--- src/rtl/seg_scan_driver_if.sv ---
// Value handshake into the seven-segment scan driver.
// The producer holds value_in/value_valid until value_ready accepts it.
interface seg_scan_driver_if;
    logic [7:0] value_in;
    logic       value_valid;
    logic       value_ready;

    modport master (
        output value_in,
        output value_valid,
        input  value_ready
    );

    modport slave (
        input  value_in,
        input  value_valid,
        output value_ready
    );
endinterface

--- src/rtl/seg_scan_driver.sv ---
// Two-digit multiplexed seven-segment driver with blanking gaps.
// New values are latched only at frame boundaries.
module seg_scan_driver #(
    parameter int PRESCALE     = 4,
    parameter int BLANK_CYCLES = 1
) (
    input  logic               clk,
    input  logic               rst_n,
    seg_scan_driver_if.slave   vin,
    input  logic               blank_lz,
    output logic [6:0]         seg,
    output logic [1:0]         an,
    output logic               frame_done
);

    localparam int MAXC = (PRESCALE > BLANK_CYCLES) ? PRESCALE : BLANK_CYCLES;
    localparam int CW   = (MAXC > 1) ? $clog2(MAXC) : 1;
    localparam logic [CW-1:0] SHOW_LD  = CW'(PRESCALE - 1);
    localparam logic [CW-1:0] BLANK_LD =
        CW'((BLANK_CYCLES > 0) ? BLANK_CYCLES - 1 : 0);

    typedef enum logic [1:0] {
        SHOW_LO,
        BLANK_LO,
        SHOW_HI,
        BLANK_HI
    } state_t;

    state_t        state, state_n;
    logic [CW-1:0] cnt, cnt_n;
    logic          boundary;
    logic [7:0]    disp_reg;
    logic [7:0]    pend_reg;
    logic          pend_full;
    logic          hi_blank;

    function automatic logic [6:0] hex7(input logic [3:0] d);
        logic [6:0] r;
        r = 7'h00;
        case (d)
            4'h0: r = 7'h3F;
            4'h1: r = 7'h06;
            4'h2: r = 7'h5B;
            4'h3: r = 7'h4F;
            4'h4: r = 7'h66;
            4'h5: r = 7'h6D;
            4'h6: r = 7'h7D;
            4'h7: r = 7'h07;
            4'h8: r = 7'h7F;
            4'h9: r = 7'h6F;
            4'hA: r = 7'h77;
            4'hB: r = 7'h7C;
            4'hC: r = 7'h39;
            4'hD: r = 7'h5E;
            4'hE: r = 7'h79;
            4'hF: r = 7'h71;
        endcase
        return r;
    endfunction

    // Counter runs down; each state ends when it reaches zero.
    always_comb begin
        state_n  = state;
        cnt_n    = cnt - CW'(1);
        boundary = 1'b0;
        if (cnt == '0) begin
            unique case (state)
                SHOW_LO: begin
                    if (BLANK_CYCLES > 0) begin
                        state_n = BLANK_LO;
                        cnt_n   = BLANK_LD;
                    end else begin
                        state_n = SHOW_HI;
                        cnt_n   = SHOW_LD;
                    end
                end
                BLANK_LO: begin
                    state_n = SHOW_HI;
                    cnt_n   = SHOW_LD;
                end
                SHOW_HI: begin
                    if (BLANK_CYCLES > 0) begin
                        state_n = BLANK_HI;
                        cnt_n   = BLANK_LD;
                    end else begin
                        state_n  = SHOW_LO;
                        cnt_n    = SHOW_LD;
                        boundary = 1'b1;
                    end
                end
                BLANK_HI: begin
                    state_n  = SHOW_LO;
                    cnt_n    = SHOW_LD;
                    boundary = 1'b1;
                end
            endcase
        end
    end

    always_ff @(posedge clk or negedge rst_n) begin
        if (!rst_n) begin
            state      <= BLANK_HI;
            cnt        <= '0;
            disp_reg   <= '0;
            pend_reg   <= '0;
            pend_full  <= 1'b0;
            frame_done <= 1'b0;
        end else begin
            state      <= state_n;
            cnt        <= cnt_n;
            frame_done <= boundary;
            // Accept and load are exclusive: accept needs an empty slot.
            if (boundary && pend_full) begin
                disp_reg  <= pend_reg;
                pend_full <= 1'b0;
            end else if (vin.value_valid && !pend_full) begin
                pend_reg  <= vin.value_in;
                pend_full <= 1'b1;
            end
        end
    end

    assign vin.value_ready = ~pend_full;
    assign hi_blank = blank_lz && (disp_reg[7:4] == 4'h0);

    always_comb begin
        an  = 2'b11;
        seg = 7'h00;
        unique case (state)
            SHOW_LO: begin
                an  = 2'b10;
                seg = hex7(disp_reg[3:0]);
            end
            SHOW_HI: begin
                if (!hi_blank) begin
                    an  = 2'b01;
                    seg = hex7(disp_reg[7:4]);
                end
            end
            default: begin
                an  = 2'b11;
                seg = 7'h00;
            end
        endcase
    end

endmodule
--- src/flat_wrapper.sv ---
// flat-port wrapper written by rule: the top's interface ports become plain ports
module seg_scan_driver_flat 
#(
    parameter int PRESCALE     = 4,
    parameter int BLANK_CYCLES = 1
)
  (clk, rst_n, blank_lz, seg, an, frame_done, vin_value_in, vin_value_valid, vin_value_ready);
  seg_scan_driver_if vin_i ();
  input  logic clk;
  input  logic rst_n;
  input  logic blank_lz;
  output logic [6:0] seg;
  output logic [1:0] an;
  output logic frame_done;
  input wire logic [$bits(vin_i.value_in)-1:0] vin_value_in;
  input wire logic [$bits(vin_i.value_valid)-1:0] vin_value_valid;
  output wire logic [$bits(vin_i.value_ready)-1:0] vin_value_ready;
  assign vin_i.value_in = vin_value_in;
  assign vin_i.value_valid = vin_value_valid;
  assign vin_value_ready = vin_i.value_ready;
  seg_scan_driver #(.PRESCALE(PRESCALE), .BLANK_CYCLES(BLANK_CYCLES)) u_core (.clk(clk), .rst_n(rst_n), .vin(vin_i), .blank_lz(blank_lz), .seg(seg), .an(an), .frame_done(frame_done));
endmodule
--- config.mk ---
export PLATFORM = sky130hd
export DESIGN_NAME = seg_scan_driver_flat
export DESIGN_NICKNAME = d
export VERILOG_FILES = /design/src/rtl/seg_scan_driver_if.sv /design/src/rtl/seg_scan_driver.sv /design/src/flat_wrapper.sv
export SDC_FILE = /design/constraint.sdc
export NUM_CORES = 1
export LEC_CHECK = 0
export BUFFER_PORTS_ARGS = -buffer_cell sky130_fd_sc_hd__buf_2
export CORE_ASPECT_RATIO = 0.75
export CORE_MARGIN = 5
export CORE_UTILIZATION = 40
export DETAILED_ROUTE_END_ITERATION = 16
export PLACE_DENSITY_LB_ADDON = 0.3
export SYNTH_ARGS = -nofsm -noshare
export SYNTH_HDL_FRONTEND = slang
export SYNTH_SLANG_ARGS = --single-unit
--- constraint.sdc ---
create_clock -name clk -period 1.5 [get_ports clk]
set_clock_uncertainty 0.2 [all_clocks]
set_input_delay 0 -clock clk [delete_from_list [all_inputs] [get_ports clk]]
set_output_delay 0 -clock clk [all_outputs]
set_load 0.05 [all_outputs]
==> reports/qor.txt, run 1 <==
total negative setup slack - -5650 ps
sequential fraction of the synthesis area - 37.2%
Critical Path Slowest Stage Cell - mux4_2
placed cell area - 2020 sq um
CP required - 1300 ps
Mapped Area - 1490 sq um
Peak VDD IR - 0.879 mV
Rows - 19
gr ovfl total - 0
H-tree lvl count - 1
total track usage - 15.2%
Syn Area/Cell - 10.5 sq um
failing checks - setup timing
critical path, cell by cell - buf_4, ha_1, mux4_2, o22ai_4, buf_6
maximum clock frequency - 479 MHz
top post-synthesis cells by area - dfrtp_1 (34%), ha_1 (14%), mux2_2 (14%)
Post-Syn Instances - 141
Max transition margin - 65.8%
DR DRC count - 0
number of CTS-inserted buffers - 3
reg-to-reg slack, setup - -300 ps
DIE AREA - 5050 sq um
Final setup viols - 20
Max Root-Sink Buffers - 2
Layout Cells excl Fill - 269
Ys Warns - 0
Worst-Margin Slew - 510 ps
core area - 3610 sq um
CP max FO - 4
initial antenna violation count - 0
Synth area leader - dfrtp_1
global-route wire length before repair - 6.11 mm
Min-Delay Path Class - input port to async pin
max-slew violation count - 0
clk sink count - 22
Worst Path Class, Setup - register to output pin
Layout area overhead - 76.7%
RSZ-0062 raised after global routing - yes
status - complete, but fails checks
delay-heaviest family, CP - multiplexers
ant diodes - 0
CTS tree - done
register bit total from synthesis - 22
fin util - 72.7%
R2R depth - 5
worst endpoint data arrival time - 1890 ps
DIE WIDTH - 80.4 um
Max-cap violations - 0
combined buffer and inverter count along the critical path - 2
Setup crit end kind - output pin
layout cells sized above 1 - 66.4%
Clock Latency Late Sink - 250 ps
first drt pass iteration count - 4
final hold violations - 0
routed vias - 1,325
Die H - 62.8 um
Levels on crit path - 5
Finished Cell Area - 2630 sq um
clk slew on worst S/H paths - 70 ps
Synth top area share - 33.7%
filler instances - 249
Total Nets Final - 247
Setup Slack @ Placement - -446 ps
CTS root buf - clkbuf_8
Routed Antenna Nets - 0
Critical Path Max Stage Delay - 480 ps
Vias/cell - 4.93
Lkg Pwr - 0.00118 uW
# port buffers - 22
Top Ports - 23
dpl cells - 239
initial core utilization - 41.1%
RePlAce Congestion - 0.841
Final Critical Period - 2090 ps
Initial DRC Count - 46
Setup crit start kind - register
syn nets - 170
P per Cell Area - 960 nW/um^2
period utilization - 139%
hpwl dp - 2.59 mm
vias in the first global route - 1,301
largest net degree at the start of global routing - 23
Yosys cell types - 39
DRT Wirelength - 3.70 mm
Worst Setup Slack, final - -587 ps
DR WL/cell - 13.7 um
## through the flow
stage | hold slack (ps) | total power, uW
2_1_floorplan | -496 | 1490
3_3_place_gp | -223 | 1780
3_5_place_dp | -222 | 1800
4_1_cts | 35.6 | 2450
5_1_grt | 103 | 2650
6_report | 29.3 | 2520
## what timing repair did
action,CTS,global route
pin swaps,16,13
endpoints found under the setup margin,21,22
hold endpoints to repair,31,0
buffers inserted,13,3
gates cloned,1,0
hold buffers,10,0
resized for setup,61,24
## synthesized netlist by cell type (all sizes together)
cell type / count
nand2b: 1
buf: 5
a32o: 3
a211oi: 2
a31oi: 2
inv: 14
mux2: 18
and2: 1
nor3: 1
a31o: 2
a21oi: 1
mux2i: 1
dfrtp: 20
or3b: 1
nand3b: 1
and2b: 1
o221ai: 1
xor2: 1
a211o: 1
a2bb2oi: 1
a22o: 1
o21ai: 7
dfstp: 2
clkbuf: 2
o32ai: 1
and3: 1
o22ai: 3
mux4: 2
ha: 17
o22a: 1
o31ai: 1
nand3: 3
nor2: 6
nand2: 10
nor2b: 6
## area by class of cell
class / instances / area (sq um) / share of cell area, %
multi-input cells: 99 / 1170 / 44.7
well taps: 52 / 65.1 / 2.48
inverters: 14 / 62.6 / 2.38
clock buffers: 4 / 55.1 / 2.10
flip-flops and latches: 22 / 557 / 21.2
repair buffers: 78 / 712 / 27.1
## layer usage
metal | up-vias | share of wire (%) | global-route usage (%) | routed length [um]
met1 | 640 | 46 | 20.7 | 1710
met4 | 0 | 0.92 | 5.06 | 34
li1 | 650 | - | - | -
met5 | - | 0 | 0 | 0
met3 | 4 | 2.9 | 1.73 | 108
met2 | 31 | 50 | 25.1 | 1840
## cells in the final DEF (no fill, tap or decap), drive strengths merged, types with 4 or more instances in the layout
| master | instances |
|---|---|
| mux2 | 18 |
| ha | 17 |
| nand2 | 10 |
| dfrtp | 20 |
| buf | 68 |
| nor2b | 6 |
| o21ai | 7 |
| nor2 | 6 |
| clkbuf | 4 |
| inv | 14 |
| dlygate4sd3 | 10 |
## final timing paths
| kind | to | from |
|---|---|---|
| hold / removal | u_core.cnt[0] | rst_n |
| setup reg to reg | u_core.disp_reg[5] | u_core.state[1] |
| max in group asynchronous | u_core.disp_reg[1] | rst_n |
| min in group clk | u_core.cnt[0] | u_core.cnt[0] |
| hold reg to reg | u_core.cnt[0] | u_core.cnt[0] |
| setup / recovery | seg[3] | u_core.disp_reg[5] |
## power by group
group	switching [uW]	leakage [uW]	internal (uW)
clock	167	0.0000288	233
sequential	82.9	0.000252	663
combinational	648	0.000901	729
## logic make-up after synthesis
kind of cell	share of synthesized area (%)
AO/OA/AOI/OAI	13.0
XOR/XNOR	0.589
adder cells (fa/ha/maj)	14.3
buffers and inverters	6.31
flip-flops	37.2
multiplexers	17.6
AND/OR/NAND/NOR	10.9
Note: power is estimated with default switching activity, not from simulation.
==> inputs of run 2 (changes only) <==
==> constraint.sdc (replaced) <==
create_clock -name clk -period 1.5 [get_ports clk]
set_clock_uncertainty 0.2 [all_clocks]
set_input_delay 0.075 -clock clk [delete_from_list [all_inputs] [get_ports clk]]
set_output_delay 0.075 -clock clk [all_outputs]
set_load 0.05 [all_outputs]
==> reports/qor.txt, run 2 (synthesis results as in run 1) <==
CTS root buf - clkbuf_8
layout cells sized above 1 - 67.1% (+0.78 points)
clk sink count - 22 (unchanged)
final hold violations - 0 (unchanged)
filler instances - 269 (+8.0%)
Top Ports - 23 (unchanged)
initial antenna violation count - 0 (unchanged)
Layout area overhead - 69.1%
clock power share - 16.3% (+0.4 points)
Rows - 19 (unchanged)
hpwl dp - 2.52 mm (-2.5%)
H-tree lvl count - 1 (unchanged)
CP max FO - 4 (unchanged)
Max Root-Sink Buffers - 2 (unchanged)
Worst Path Class, Setup - register to output pin
DRT Wirelength - 3.53 mm (-4.5%)
ant diodes - 0 (unchanged)
DIE WIDTH - 80.4 um (unchanged)
reg-to-reg slack, setup - -210 ps (+90 ps)
worst endpoint data arrival time - 1880 ps (about the same)
total track usage - 14.6% (-0.65 points)
Initial DRC Count - 33 (-28%)
Setup crit end kind - output pin
NetSw - 876 uW (-2.3%)
vias in the first global route - 1,305 (+0.31%)
Vias/cell - 4.81 (-2.3%)
fin util - 69.6% (-3.1 points)
maximum clock frequency - 464 MHz (-3.2%)
gr ovfl total - 0 (unchanged)
internal power - 1590 uW (-1.9%)
most frequent cells in the layout - buf_4 (33), dfrtp_1 (18), buf_6 (14)
Worst-Margin Slew - 490 ps (-20.4 ps)
switch share - 35.5% (-0.11 points)
core area - 3610 sq um (unchanged)
global-route wire length before repair - 5.98 mm (-2.1%)
DR DRC count - 0 (unchanged)
Max transition margin - 67.4% (+1.6 points)
Die H - 62.8 um (unchanged)
Lkg Pwr - 0.00113 uW (-4.3%)
Worst Setup Slack, final - -655 ps (-68.6 ps)
DR WL/cell - 13.3 um (-3.0%)
CP required - 1220 ps (-80 ps)
Final Critical Period - 2160 ps (+68.6 ps)
P per Cell Area - 983 nW/um^2 (+2.3%)
period utilization - 144% (+4.6 points)
RePlAce Congestion - 0.852 (+1.3%)
reg2reg end - u_core.disp_reg[2]
Routed Antenna Nets - 0 (unchanged)
Pwr Total - 2470 uW (-2.1%)
Final setup viols - 18 (-10%)
# port buffers - 22 (unchanged)
clk slew on worst S/H paths - 70 ps (about the same)
Total Nets Final - 243 (-1.6%)
FF/Latch Area - 556 sq um (-0.22%)
Min-Delay Path Class - input port to async pin
RSZ-0062 raised after global routing - yes
number of CTS-inserted buffers - 3 (unchanged)
DIE AREA - 5050 sq um (unchanged)
routed vias - 1,275 (-3.8%)
initial core utilization - 41.1% (unchanged)
Comb pwr share - 53.8% (-0.8 points)
area occupied by multi-input gates - 1150 sq um (-2.1%)
Setup crit start kind - register
first drt pass iteration count - 4 (unchanged)
Max-cap violations - 0 (unchanged)
most common cell after layout, fill and taps aside - buf_4
failing checks - setup timing
status - complete, but fails checks
max-slew violation count - 0 (unchanged)
R2R depth - 4 (-1)
sequential share of power - 29.9% (+0.3 points)
Clock Latency Late Sink - 250 ps (about the same)
CTS tree - done
Peak VDD IR - 0.780 mV (-11%)
largest net degree at the start of global routing - 23 (unchanged)
FF-to-FF Start - u_core.state[1]
## run 2: cell count changes in the layout (fill, tap and decap cells not counted), moves of 4 or more
cell | before | now
buf_4 | 29 | 33
o21ai_1 | 6 | 2
buf_6 | 19 | 14
inv_2 | 6 | 10
## run 2: per-stage QoR
stage / area, sq um / hold WS (ps) / cells / TNS [ps] / setup slack, ps
2_1_floorplan: 1690 / -421 / 141 / -2250 / -398
3_5_place_dp: 2040 / -141 / 238 / -3960 / -540
6_report: 2510 / 107 / 265 / -5560 / -655
4_1_cts: 2370 / 111 / 260 / -5930 / -651
3_3_place_gp: 2040 / -150 / 238 / -3560 / -485
5_1_grt: 2510 / 176 / 265 / -6610 / -736
## run 2: per-layer routing
layer	share of wire, %	GRT usage, %	vias to the layer above
met5	0	0	-
met3	2.8	1.87	2
li1	-	-	646
met2	50	24.1	17
met1	47	20.1	610
met4	0.37	3.80	0
## run 2: how the worst max path moves through the flow
stage | slack [ps] | end | from | cells past startpoint
global placement | -490 | seg[3] | u_core.disp_reg[4] | 6
CTS | -650 | seg[3] | u_core.disp_reg[5] | 6
finish | -660 | seg[3] | u_core.disp_reg[4] | 6
global route | -740 | seg[3] | u_core.disp_reg[4] | 6
detailed placement | -540 | seg[3] | u_core.disp_reg[4] | 6
floorplan | -400 | seg[3] | u_core.disp_reg[4] | 5
## run 2: power by group through the flow
stage                     clock, uW  combinational (uW)  sequential (uW)
final                           403                1330              739
after global routing            448                1420              751
after CTS                       422                1210              735
after detailed placement          0                1070              744
after global placement            0                1050              739
after floorplan                   0                 777              723
## run 2: final cells by class
type	instances	share of cell area (%)
Clock buffer	4	2.19
Inverter	14	2.29
Tap cell	52	2.59
Multi-Input combinational cell	99	45.7
Sequential cell	22	22.1
Timing Repair Buffer	74	25.1
## run 2: worst max-delay path, stage by stage (launching register included)
cell and delay (ps):
dfrtp_2 430, inv_4 60, ha_4 270, inv_2 30, mux4_2 480, o22ai_4 170
buf_6 180
## run 2: repair_timing
action                                  CTS  global route
cloned                                    1             0
pin swaps                                 7            12
endpoints found under the setup margin   21            20
resized for setup                        39            28
buffers inserted                          7             7
hold endpoints to repair                 31             0
hold buffers                             10             0
==> inputs of run 3 (changes only) <==
--- a/config.mk
+++ b/config.mk
@@ -6,11 +6,14 @@
 export NUM_CORES = 1
 export LEC_CHECK = 0
 export BUFFER_PORTS_ARGS = -buffer_cell sky130_fd_sc_hd__buf_2
+export CELL_PAD_IN_SITES_DETAIL_PLACEMENT = 0
+export CELL_PAD_IN_SITES_GLOBAL_PLACEMENT = 2
 export CORE_ASPECT_RATIO = 0.75
 export CORE_MARGIN = 5
-export CORE_UTILIZATION = 40
+export CORE_UTILIZATION = 32
 export DETAILED_ROUTE_END_ITERATION = 16
 export PLACE_DENSITY_LB_ADDON = 0.3
+export SETUP_SLACK_MARGIN = 0.02
 export SYNTH_ARGS = -nofsm -noshare
 export SYNTH_HDL_FRONTEND = slang
 export SYNTH_SLANG_ARGS = --single-unit
==> reports/qor.txt, run 3 (synthesis results as in run 1) <==
status - complete, but fails checks
failing checks - setup timing
Max transition margin - 68.2% (+0.85 points)
# port buffers - 22 (unchanged)
hpwl dp - 2.81 mm (+11%)
DIE WIDTH - 88.7 um (+10%)
final hold violations - 0 (unchanged)
Die H - 69.0 um (+9.9%)
Peak VDD IR - 0.709 mV (-9.1%)
Vias/cell - 4.72 (-1.9%)
Total Nets Final - 243 (unchanged)
Max Root-Sink Buffers - 2 (unchanged)
Clock Latency Late Sink - 260 ps (about the same)
largest net degree at the start of global routing - 23 (unchanged)
Min-Delay Path Class - input port to async pin
Comb pwr share - 53.4% (-0.4 points)
clk slew on worst S/H paths - 80 ps (about the same)
RePlAce Congestion - 0.833 (-2.2%)
layout cells sized above 1 - 67.1% (unchanged)
DR DRC count - 0 (unchanged)
total track usage - 12.8% (-1.8 points)
total negative setup slack - -5530 ps (+33.3 ps)
Lkg Pwr - 0.00114 uW (+0.55%)
clock power share - 16.7% (+0.4 points)
period utilization - 144% (about the same)
Final Critical Period - 2150 ps (-1.05 ps)
Initial DRC Count - 29 (-12%)
number of CTS-inserted buffers - 3 (unchanged)
internal power - 1590 uW (about the same)
NetSw - 890 uW (+1.6%)
Routed Antenna Nets - 0 (unchanged)
critical path, cell by cell - buf_4, ha_1, mux4_2, o22ai_4, buf_6
most common cell after layout, fill and taps aside - buf_4
Top Ports - 23 (unchanged)
routed vias - 1,274 (-0.078%)
Setup crit start kind - register
Rows - 21 (+2)
CP required - 1220 ps (about the same)
gr ovfl total - 0 (unchanged)
DR WL/cell - 13.6 um (+1.9%)
Worst Setup Slack, final - -654 ps (+1.05 ps)
placed cell area - 2050 sq um (+0.31%)
Layout Cells excl Fill - 270 (+1.9%)
dpl cells - 243 (+2.1%)
CP max FO - 4 (unchanged)
switch share - 35.8% (+0.36 points)
CTS root buf - clkbuf_8
most frequent cells in the layout - buf_4 (31), dfrtp_1 (16), buf_6 (15)
worst endpoint data arrival time - 1880 ps (about the same)
Layout area overhead - 71.6%
maximum clock frequency - 464 MHz (about the same)
Worst-Margin Slew - 477 ps (-12.8 ps)
CTS tree - done
ant diodes - 0 (unchanged)
sequential share of power - 29.9% (about the same)
initial antenna violation count - 0 (unchanged)
initial core utilization - 33.3% (-7.9 points)
Critical Path Slowest Stage Cell - mux4_2
Worst Path Class, Setup - register to output pin
DRT Wirelength - 3.67 mm (+3.9%)
max-slew violation count - 0 (unchanged)
Max-cap violations - 0 (unchanged)
Setup crit end kind - output pin
clk sink count - 22 (unchanged)
first drt pass iteration count - 4 (unchanged)
H-tree lvl count - 1 (unchanged)
hold slack - 106 ps (-1.26 ps)
Critical Path Max Stage Delay - 480 ps (about the same)
global-route wire length before repair - 6.36 mm (+6.5%)
P per Cell Area - 974 nW/um^2 (-0.92%)
core area - 4470 sq um (+24%)
RSZ-0062 raised after global routing - yes
Finished Cell Area - 2550 sq um (+1.5%)
DIE AREA - 6120 sq um (+21%)
Final setup viols - 19 (+1)
vias in the first global route - 1,315 (+0.77%)
fin util - 57.1% (-12 points)
-- run 3: layer usage --
layer	share of wire, %	vias up	routed length (um)	global-route usage, %
met5	0	-	0	0
met4	0.52	0	19	2.01
met3	2.8	3	101	1.43
met2	49	24	1790	21.2
met1	48	603	1760	18.2
li1	-	644	-	-
-- run 3: layout make-up --
cell class | count | area (sq um)
Clock buffer | 4 | 55.1
Fill cell | 380 | 1920
Inverter | 14 | 57.6
Multi-Input combinational cell | 99 | 1170
Sequential cell | 22 | 558
Tap cell | 57 | 71.3
Timing Repair Buffer | 74 | 642
-- run 3: final timing paths --
path                                    start                  to  slack, ps  cells after the start
max reg2reg                   u_core.state[1]  u_core.disp_reg[4]       -220                      4
max in group asynchronous               rst_n  u_core.disp_reg[0]        640                      2
min                                     rst_n  u_core.pend_reg[0]        110                      2
min in group clk                u_core.cnt[0]       u_core.cnt[0]        290                      1
max                        u_core.disp_reg[5]              seg[3]       -650                      5
min reg2reg                     u_core.cnt[0]       u_core.cnt[0]        290                      1
-- run 3: per-stage QoR --
stage                     worst slack, ps  power (uW)
after detailed placement             -512        1830
after floorplan                      -398        1500
after global placement               -470        1800
final                                -654        2480
after CTS                            -674        2430
after global routing                 -718        2630
-- run 3: power by group through the flow --
stage / clock network (uW) / registers, uW / logic [uW]
after floorplan: 0 / 723 / 777
after global placement: 0 / 740 / 1060
after detailed placement: 0 / 748 / 1080
after CTS: 430 / 738 / 1260
after global routing: 450 / 758 / 1420
final: 415 / 742 / 1330
-- run 3: what timing repair did --
| action | 4_1_cts | 5_1_grt |
|---|---|---|
| pin swaps | 8 | 7 |
| endpoints found under the setup margin | 21 | 26 |
| resized for setup | 42 | 31 |
| hold buffers | 10 | 0 |
| buffers inserted | 8 | 6 |
| gates cloned | 1 | 0 |
| endpoints found under the hold margin | 31 | 0 |
-- run 3: critical path, delay by kind of cell (launching register included) --
| family | cells | cell delay, ps |
|---|---|---|
| buf+inv | 2 | 340 |
| flops | 1 | 450 |
| mux | 1 | 480 |
| compound gates | 1 | 160 |
| fa+ha+maj | 1 | 190 |
